===== config.mk =====
export PLATFORM = sky130hd
export DESIGN_NAME = p09_spi_receiver
export DESIGN_NICKNAME = d
export VERILOG_FILES = /design/src/rtl/p09_spi_pkg.sv /design/src/rtl/p09_sync2.sv /design/src/rtl/p09_spi_receiver.sv
export SDC_FILE = /design/constraint.sdc
export NUM_CORES = 1
export LEC_CHECK = 0
export CAP_MARGIN = 40
export CORE_ASPECT_RATIO = 1.4
export CORE_MARGIN = 2
export CORE_UTILIZATION = 55
export CTS_CLUSTER_SIZE = 8
export DETAILED_ROUTE_END_ITERATION = 8
export GPL_ROUTABILITY_DRIVEN = 0
export PLACE_DENSITY_LB_ADDON = 0.25
export SYNTH_ARGS = -nofsm -noshare
export SYNTH_HDL_FRONTEND = slang
export SYNTH_SLANG_ARGS = --single-unit

===== constraint.sdc =====
create_clock -name clk -period 2.6 [get_ports clk]
set_input_delay 0.78 -clock clk [delete_from_list [all_inputs] [get_ports clk]]
set_output_delay 0.78 -clock clk [all_outputs]
set_load 0.1 [all_outputs]

===== src/rtl/p09_spi_pkg.sv =====
// Shared types and command encodings for the p09 SPI receiver.
package p09_spi_pkg;

  typedef enum logic [7:0] {
    SPI_NOP   = 8'h00,
    SPI_WRITE = 8'h01,
    SPI_READ  = 8'h02
  } spi_cmd_e;

  typedef enum logic [2:0] {
    ST_IDLE,
    ST_CMD,
    ST_WADDR,
    ST_WDATA,
    ST_RADDR,
    ST_RDATA,
    ST_IGNORE
  } spi_state_e;

  localparam logic [7:0] CMD_NOP_BYTE   = SPI_NOP;
  localparam logic [7:0] CMD_WRITE_BYTE = SPI_WRITE;
  localparam logic [7:0] CMD_READ_BYTE  = SPI_READ;

endpackage


===== src/rtl/p09_sync2.sv =====
// Two-flop synchronizer for one asynchronous pin, reset value selectable per pin.
module p09_sync2 #(
  parameter logic RST_VAL = 1'b0
) (
  input  logic clk,
  input  logic reset_n,
  input  logic d_i,
  output logic q_o
);

  logic meta_q;
  logic sync_q;

  always_ff @(posedge clk or negedge reset_n) begin
    if (!reset_n) begin
      meta_q <= RST_VAL;
      sync_q <= RST_VAL;
    end else begin
      meta_q <= d_i;
      sync_q <= meta_q;
    end
  end

  assign q_o = sync_q;

endmodule


===== src/rtl/p09_spi_receiver.sv =====
// SPI mode-0 slave: synchronizes the pins, assembles bytes and turns the
// NOP/WRITE/READ command protocol into register write/read strobes.
//
// state     | meaning
// IDLE      | CS high or not yet seen a fresh CS fall
// CMD       | collecting the command byte (NOPs loop here)
// WADDR     | collecting the write start address
// WDATA     | each byte is written, address auto-increments
// RADDR     | collecting the read start address
// RDATA     | each byte read out on MISO, next address requested
// IGNORE    | unknown command, waiting for CS high
module p09_spi_receiver
  import p09_spi_pkg::*;
#(
  parameter int SCLK_RATIO_MIN = 8
) (
  input  logic       clk,
  input  logic       reset_n,
  input  logic       spi_sclk,
  input  logic       spi_mosi,
  input  logic       spi_cs,
  output logic       spi_miso,
  output logic       wr_valid,
  output logic [7:0] wr_addr,
  output logic [7:0] wr_data,
  output logic       rd_req,
  output logic [7:0] rd_addr,
  input  logic [7:0] rd_data,
  output logic       cmd_error
);

  logic sclk_s, mosi_s, cs_s;

  p09_sync2 #(.RST_VAL(1'b0)) u_sync_sclk (.clk(clk), .reset_n(reset_n), .d_i(spi_sclk), .q_o(sclk_s));
  p09_sync2 #(.RST_VAL(1'b0)) u_sync_mosi (.clk(clk), .reset_n(reset_n), .d_i(spi_mosi), .q_o(mosi_s));
  p09_sync2 #(.RST_VAL(1'b1)) u_sync_cs   (.clk(clk), .reset_n(reset_n), .d_i(spi_cs),   .q_o(cs_s));

  logic       sclk_dly_q, cs_dly_q;
  logic       sclk_rise_q, sclk_fall_q, cs_rise_q, cs_fall_q;
  logic [1:0] settle_q;
  logic       armed_q;
  logic [3:0] gap_q;

  // A CS pin already low when reset releases must not look like a frame start.
  always_ff @(posedge clk or negedge reset_n) begin
    if (!reset_n) begin
      sclk_dly_q  <= 1'b0;
      cs_dly_q    <= 1'b1;
      sclk_rise_q <= 1'b0;
      sclk_fall_q <= 1'b0;
      cs_rise_q   <= 1'b0;
      cs_fall_q   <= 1'b0;
      settle_q    <= 2'd0;
      armed_q     <= 1'b0;
      gap_q       <= 4'hF;
    end else begin
      sclk_dly_q  <= sclk_s;
      cs_dly_q    <= cs_s;
      sclk_rise_q <= sclk_s & ~sclk_dly_q;
      sclk_fall_q <= ~sclk_s & sclk_dly_q;
      cs_rise_q   <= cs_s & ~cs_dly_q;
      cs_fall_q   <= ~cs_s & cs_dly_q & armed_q;
      if (settle_q != 2'd3) settle_q <= settle_q + 2'd1;
      if (settle_q == 2'd3 && cs_s) armed_q <= 1'b1;
      if (sclk_rise_q) gap_q <= 4'd0;
      else if (gap_q != 4'hF) gap_q <= gap_q + 4'd1;
    end
  end

  assert property (@(posedge clk) disable iff (!reset_n)
    sclk_rise_q |-> 32'(gap_q) >= SCLK_RATIO_MIN - 1);

  spi_state_e state_q, state_d;
  logic [2:0] bit_cnt_q, bit_cnt_d;
  logic [6:0] rx_sr_q, rx_sr_d;
  logic [7:0] waddr_q, waddr_d;
  logic [7:0] wr_addr_q, wr_addr_d, wr_data_q, wr_data_d, rd_addr_q, rd_addr_d;
  logic [7:0] miso_sr_q, miso_sr_d;
  logic       wr_valid_q, wr_valid_d, rd_req_q, rd_req_d, cmd_error_q, cmd_error_d;
  logic       rd_load_q, rd_load_d;
  logic       active, byte_done;
  logic [7:0] rx_byte;

  assign active    = (state_q != ST_IDLE);
  assign rx_byte   = {rx_sr_q, mosi_s};
  assign byte_done = active & sclk_rise_q & (bit_cnt_q == 3'd7) & ~cs_rise_q;

  always_comb begin
    state_d     = state_q;
    bit_cnt_d   = bit_cnt_q;
    rx_sr_d     = rx_sr_q;
    waddr_d     = waddr_q;
    wr_addr_d   = wr_addr_q;
    wr_data_d   = wr_data_q;
    rd_addr_d   = rd_addr_q;
    miso_sr_d   = miso_sr_q;
    wr_valid_d  = 1'b0;
    rd_req_d    = 1'b0;
    cmd_error_d = 1'b0;
    rd_load_d   = rd_req_q;

    if (sclk_rise_q && active) begin
      bit_cnt_d = bit_cnt_q + 3'd1;
      rx_sr_d   = rx_byte[6:0];
    end

    case (state_q)
      ST_IDLE:  if (cs_fall_q) state_d = ST_CMD;
      ST_CMD: begin
        if (byte_done) begin
          case (rx_byte)
            CMD_NOP_BYTE:   state_d = ST_CMD;
            CMD_WRITE_BYTE: state_d = ST_WADDR;
            CMD_READ_BYTE:  state_d = ST_RADDR;
            default: begin
              cmd_error_d = 1'b1;
              state_d     = ST_IGNORE;
            end
          endcase
        end
      end
      ST_WADDR: begin
        if (byte_done) begin
          waddr_d = rx_byte;
          state_d = ST_WDATA;
        end
      end
      ST_WDATA: begin
        if (byte_done) begin
          wr_valid_d = 1'b1;
          wr_addr_d  = waddr_q;
          wr_data_d  = rx_byte;
          waddr_d    = waddr_q + 8'd1;
        end
      end
      ST_RADDR: begin
        if (byte_done) begin
          rd_addr_d = rx_byte;
          rd_req_d  = 1'b1;
          state_d   = ST_RDATA;
        end
      end
      ST_RDATA: begin
        if (byte_done) begin
          rd_addr_d = rd_addr_q + 8'd1;
          rd_req_d  = 1'b1;
        end
      end
      ST_IGNORE: state_d = ST_IGNORE;
      default:   state_d = ST_IDLE;
    endcase

    // The fall right after a byte boundary presents the freshly loaded MSB, so it must not shift.
    if (rd_load_q) miso_sr_d = rd_data;
    else if (sclk_fall_q && active && bit_cnt_q != 3'd0) miso_sr_d = {miso_sr_q[6:0], 1'b0};

    if (cs_fall_q) bit_cnt_d = 3'd0;
    if (cs_rise_q) begin
      state_d   = ST_IDLE;
      bit_cnt_d = 3'd0;
      miso_sr_d = 8'h00;
      rd_load_d = 1'b0;
    end
  end

  always_ff @(posedge clk or negedge reset_n) begin
    if (!reset_n) begin
      state_q     <= ST_IDLE;
      bit_cnt_q   <= 3'd0;
      rx_sr_q     <= 7'd0;
      waddr_q     <= 8'h00;
      wr_addr_q   <= 8'h00;
      wr_data_q   <= 8'h00;
      rd_addr_q   <= 8'h00;
      miso_sr_q   <= 8'h00;
      wr_valid_q  <= 1'b0;
      rd_req_q    <= 1'b0;
      cmd_error_q <= 1'b0;
      rd_load_q   <= 1'b0;
    end else begin
      state_q     <= state_d;
      bit_cnt_q   <= bit_cnt_d;
      rx_sr_q     <= rx_sr_d;
      waddr_q     <= waddr_d;
      wr_addr_q   <= wr_addr_d;
      wr_data_q   <= wr_data_d;
      rd_addr_q   <= rd_addr_d;
      miso_sr_q   <= miso_sr_d;
      wr_valid_q  <= wr_valid_d;
      rd_req_q    <= rd_req_d;
      cmd_error_q <= cmd_error_d;
      rd_load_q   <= rd_load_d;
    end
  end

  assign spi_miso  = ~cs_s & miso_sr_q[7];
  assign wr_valid  = wr_valid_q;
  assign wr_addr   = wr_addr_q;
  assign wr_data   = wr_data_q;
  assign rd_req    = rd_req_q;
  assign rd_addr   = rd_addr_q;
  assign cmd_error = cmd_error_q;

endmodule

==> impl_metrics.toml <==
[yosys]
synth_seq_cells = 72
avgSynthCellArea_um2 = 11.41
synth_nets = 300
synthesis.area_mm2 = 0.003206
synth_flop_cell = "dfrtp_1"
postSynthCellCount = 281
ys_types = 41
yosys_warnings = 0
yosysSeqAreaShare = 0.5632
synthArstFlopShare = 1.000
synth_edf_count = 0

[sta]
tightest_slew_ns = 0.4566
setup-violations-final = 0
fin_crit_ns = 2.007
rsz0062_at_grt = "no"
hold_viol_final = 0
clock_skew_ns = 0.007650
period_share = 0.7721
slew-limit-headroom = 0.6949
finalMaxSlewViolations = 0
fmax_ghz = 0.4982
tns_ns = 0

[setup_path]
critPathLaunch = "u_sync_cs.q_o$_DFF_PN1_"
crit-reg2reg-launch = "bit_cnt_q[1]$_DFFE_PN0P_"
endpoint = "spi_miso"
rr_worst_depth = 6
worstSetupEndpointType = "primary output"
required_ns = 1.82
cp.arrival_ns = 1.23
cp_max_fo = 5
cp-start-kind = "register"
worstReg2RegEnd = "wr_data[3]$_DFFE_PN0P_"
r2r_setup_slack_ns = 0.68
critical_path_class = "reg -> out"

[layout]
stdcell_count = 398
syn_to_final_growth_pct = 19.01
drive_gt1_frac = 0.2515
fillCellCount = 450
fin_nets = 344
num_antenna_cells = 0
finish.utilization = 0.6855

[clocking]
cts_num_sinks = 72
cts_resized = 0
cts.reportedPaths.clkPinSlew_ns = 0.08
htreeDepth = 3
cts_buffers = 9
tritoncts = "yes"
cts_hold_buf = 0
clock_path_buffers = 2
cts_setup_buffers = 0
clkLatencyLatePin_ns = 0.35
clock-root-buffer = "clkbuf_8"

[worst_hold_path]
hold_path.class = "reg -> reg"
hold_depth = 0

[placed_design]
io_buffer_count = 40
hpwl_um = 4240
placed_cells = 382

[floorplanning]
dieArea_mm2 = 0.006463
io_pins = 41
die_height_um = 94.33
rows = 32
fp.coreArea_mm2 = 0.005565
start_util = 0.5760
die_x_um = 68.52

[global_route]
grt-ovfl-total = 0
first_global_vias = 2206
antenna_found_initial = 0
grt_usage = 0.2216
grt_max_degree = 73
grt_pass1_wl_um = 10480

[flow_run]
drv_cap = 0

[power]
ir_drop_uv = 523.6
total_leakage_power_nw = 1.848
power.density_mw_per_mm2 = 634.6

[status]
status = "completed"

[detailed_routing]
vias_per_cell = 5.663
drtIter0Drc = 157
firstDrtPassIters = 4
final_antenna_net_count = 0
drc = 0
wl_per_cell_um = 15.54
via_count = 2254
wirelength_um = 6183
-- per-stage QoR --
| stage | setup slack [ns] | hold WS [ns] | total power (W) | cell area [um^2] |
|---|---|---|---|---|
| after floorplan | 0.1198 | 0.3312 | 0.001395 | 3206 |
| after global placement | 0.7546 | 0.3329 | 0.001504 | 3602 |
| after detailed placement | 0.6886 | 0.3347 | 0.001514 | 3602 |
| after CTS | 0.5670 | 0.3527 | 0.002447 | 3815 |
| after global routing | 0.5421 | 0.3625 | 0.002528 | 3815 |
| final | 0.5926 | 0.3516 | 0.002421 | 3815 |
-- power by group --
group,internal [W],switching (W)
clock,0.000536,0.000397
sequential,0.00118,0.0000947
combinational,0.000103,0.000113
-- state kept, by name, indices dropped and copies added (netlist names), 2 cells and up --
name and cells:
settle_q 2, waddr_q 8, miso_sr_q 8, wr_data 8, state_q 3, bit_cnt_q 3
rd_addr 8, wr_addr 8, rx_sr_q 7
-- worst max-delay path, stage by stage, from the launching register on --
cell,delay [ns]
dfstp_2,0.59
nor2b_1,0.06
buf_4,0.23
-- cell families (layout without fill, tap and decap cells) --
logic type      Yosys count  count (layout)  synth area share
mux                      34              34            0.1151
compound gates           61              61            0.1179
fa+ha+maj                 6               6           0.02342
simple gates             86              86            0.1444
flops                    72              72            0.5632
xor+xnor                  2               2          0.005465
buf+inv                  20              69           0.03044
-- cells in the mapped netlist, types with 3 or more instances --
cell       n  share of area
a211oi_1   7          0.016
a21oi_1   23          0.036
a31oi_1    4         0.0078
and3_1     3         0.0059
buf_2      3         0.0047
buf_4      3         0.0070
clkbuf_1   6         0.0070
dfrtp_1   69           0.54
dfstp_2    3          0.025
ha_1       6          0.023
inv_1      7         0.0082
mux2_2    23          0.081
mux2i_1   11          0.034
nand2_1   28          0.033
nand2b_1   5         0.0098
nand3_1   11          0.017
nor2_1    15          0.018
nor2b_1    5         0.0098
nor3_1     7          0.011
o21ai_0    9          0.014
o22ai_1    5         0.0098
-- layout make-up --
| type | instances | area (um^2) | share of cell area |
|---|---|---|---|
| repair buffers | 46 | 382.9 | 0.1004 |
| inverters | 7 | 26.28 | 0.006888 |
| well taps | 68 | 85.08 | 0.02230 |
| clock inverters | 6 | 85.08 | 0.02230 |
| multi-input cells | 189 | 1303 | 0.3414 |
| clock buffers | 10 | 127.6 | 0.03345 |
| flip-flops and latches | 72 | 1805 | 0.4733 |
-- worst min-delay path by stage --
stage	startpoint	end	slack (ns)
final	u_sync_mosi.meta_q$_DFF_PN0_	u_sync_mosi.q_o$_DFF_PN0_	0.35
after global routing	u_sync_mosi.meta_q$_DFF_PN0_	u_sync_mosi.q_o$_DFF_PN0_	0.36
after CTS	u_sync_mosi.meta_q$_DFF_PN0_	u_sync_mosi.q_o$_DFF_PN0_	0.35
after detailed placement	u_sync_mosi.meta_q$_DFF_PN0_	u_sync_mosi.q_o$_DFF_PN0_	0.33
after global placement	u_sync_sclk.meta_q$_DFF_PN0_	u_sync_sclk.q_o$_DFF_PN0_	0.33
after floorplan	u_sync_mosi.meta_q$_DFF_PN0_	u_sync_mosi.q_o$_DFF_PN0_	0.33
-- metal layers --
| layer | vias up | share of wire | global-route usage |
|---|---|---|---|
| li1 | 1099 | - | - |
| met1 | 1095 | 0.44 | 0.2976 |
| met2 | 52 | 0.50 | 0.3478 |
| met3 | 8 | 0.041 | 0.05364 |
| met4 | 0 | 0.014 | 0.08000 |
| met5 | - | 0 | 0 |
-- cell usage in the layout, fill, tap and decap left out, types with 4 or more instances in the layout --
master | synthesis | final
buf_4 | 3 | 33
a31oi_1 | 4 | 4
o21ai_0 | 9 | 9
a211oi_1 | 7 | 7
clkdlybuf4s50_1 | 0 | 11
o22ai_1 | 5 | 5
clkbuf_8 | 0 | 9
nor2_1 | 15 | 15
inv_1 | 7 | 7
a21oi_1 | 23 | 23
nor3_1 | 7 | 7
dfrtp_1 | 69 | 69
nand3_1 | 11 | 11
ha_1 | 6 | 6
nand2b_1 | 5 | 5
mux2_2 | 23 | 23
mux2i_1 | 11 | 11
nand2_1 | 28 | 28
nor2b_1 | 5 | 5
(Power assumes the default switching activity.)
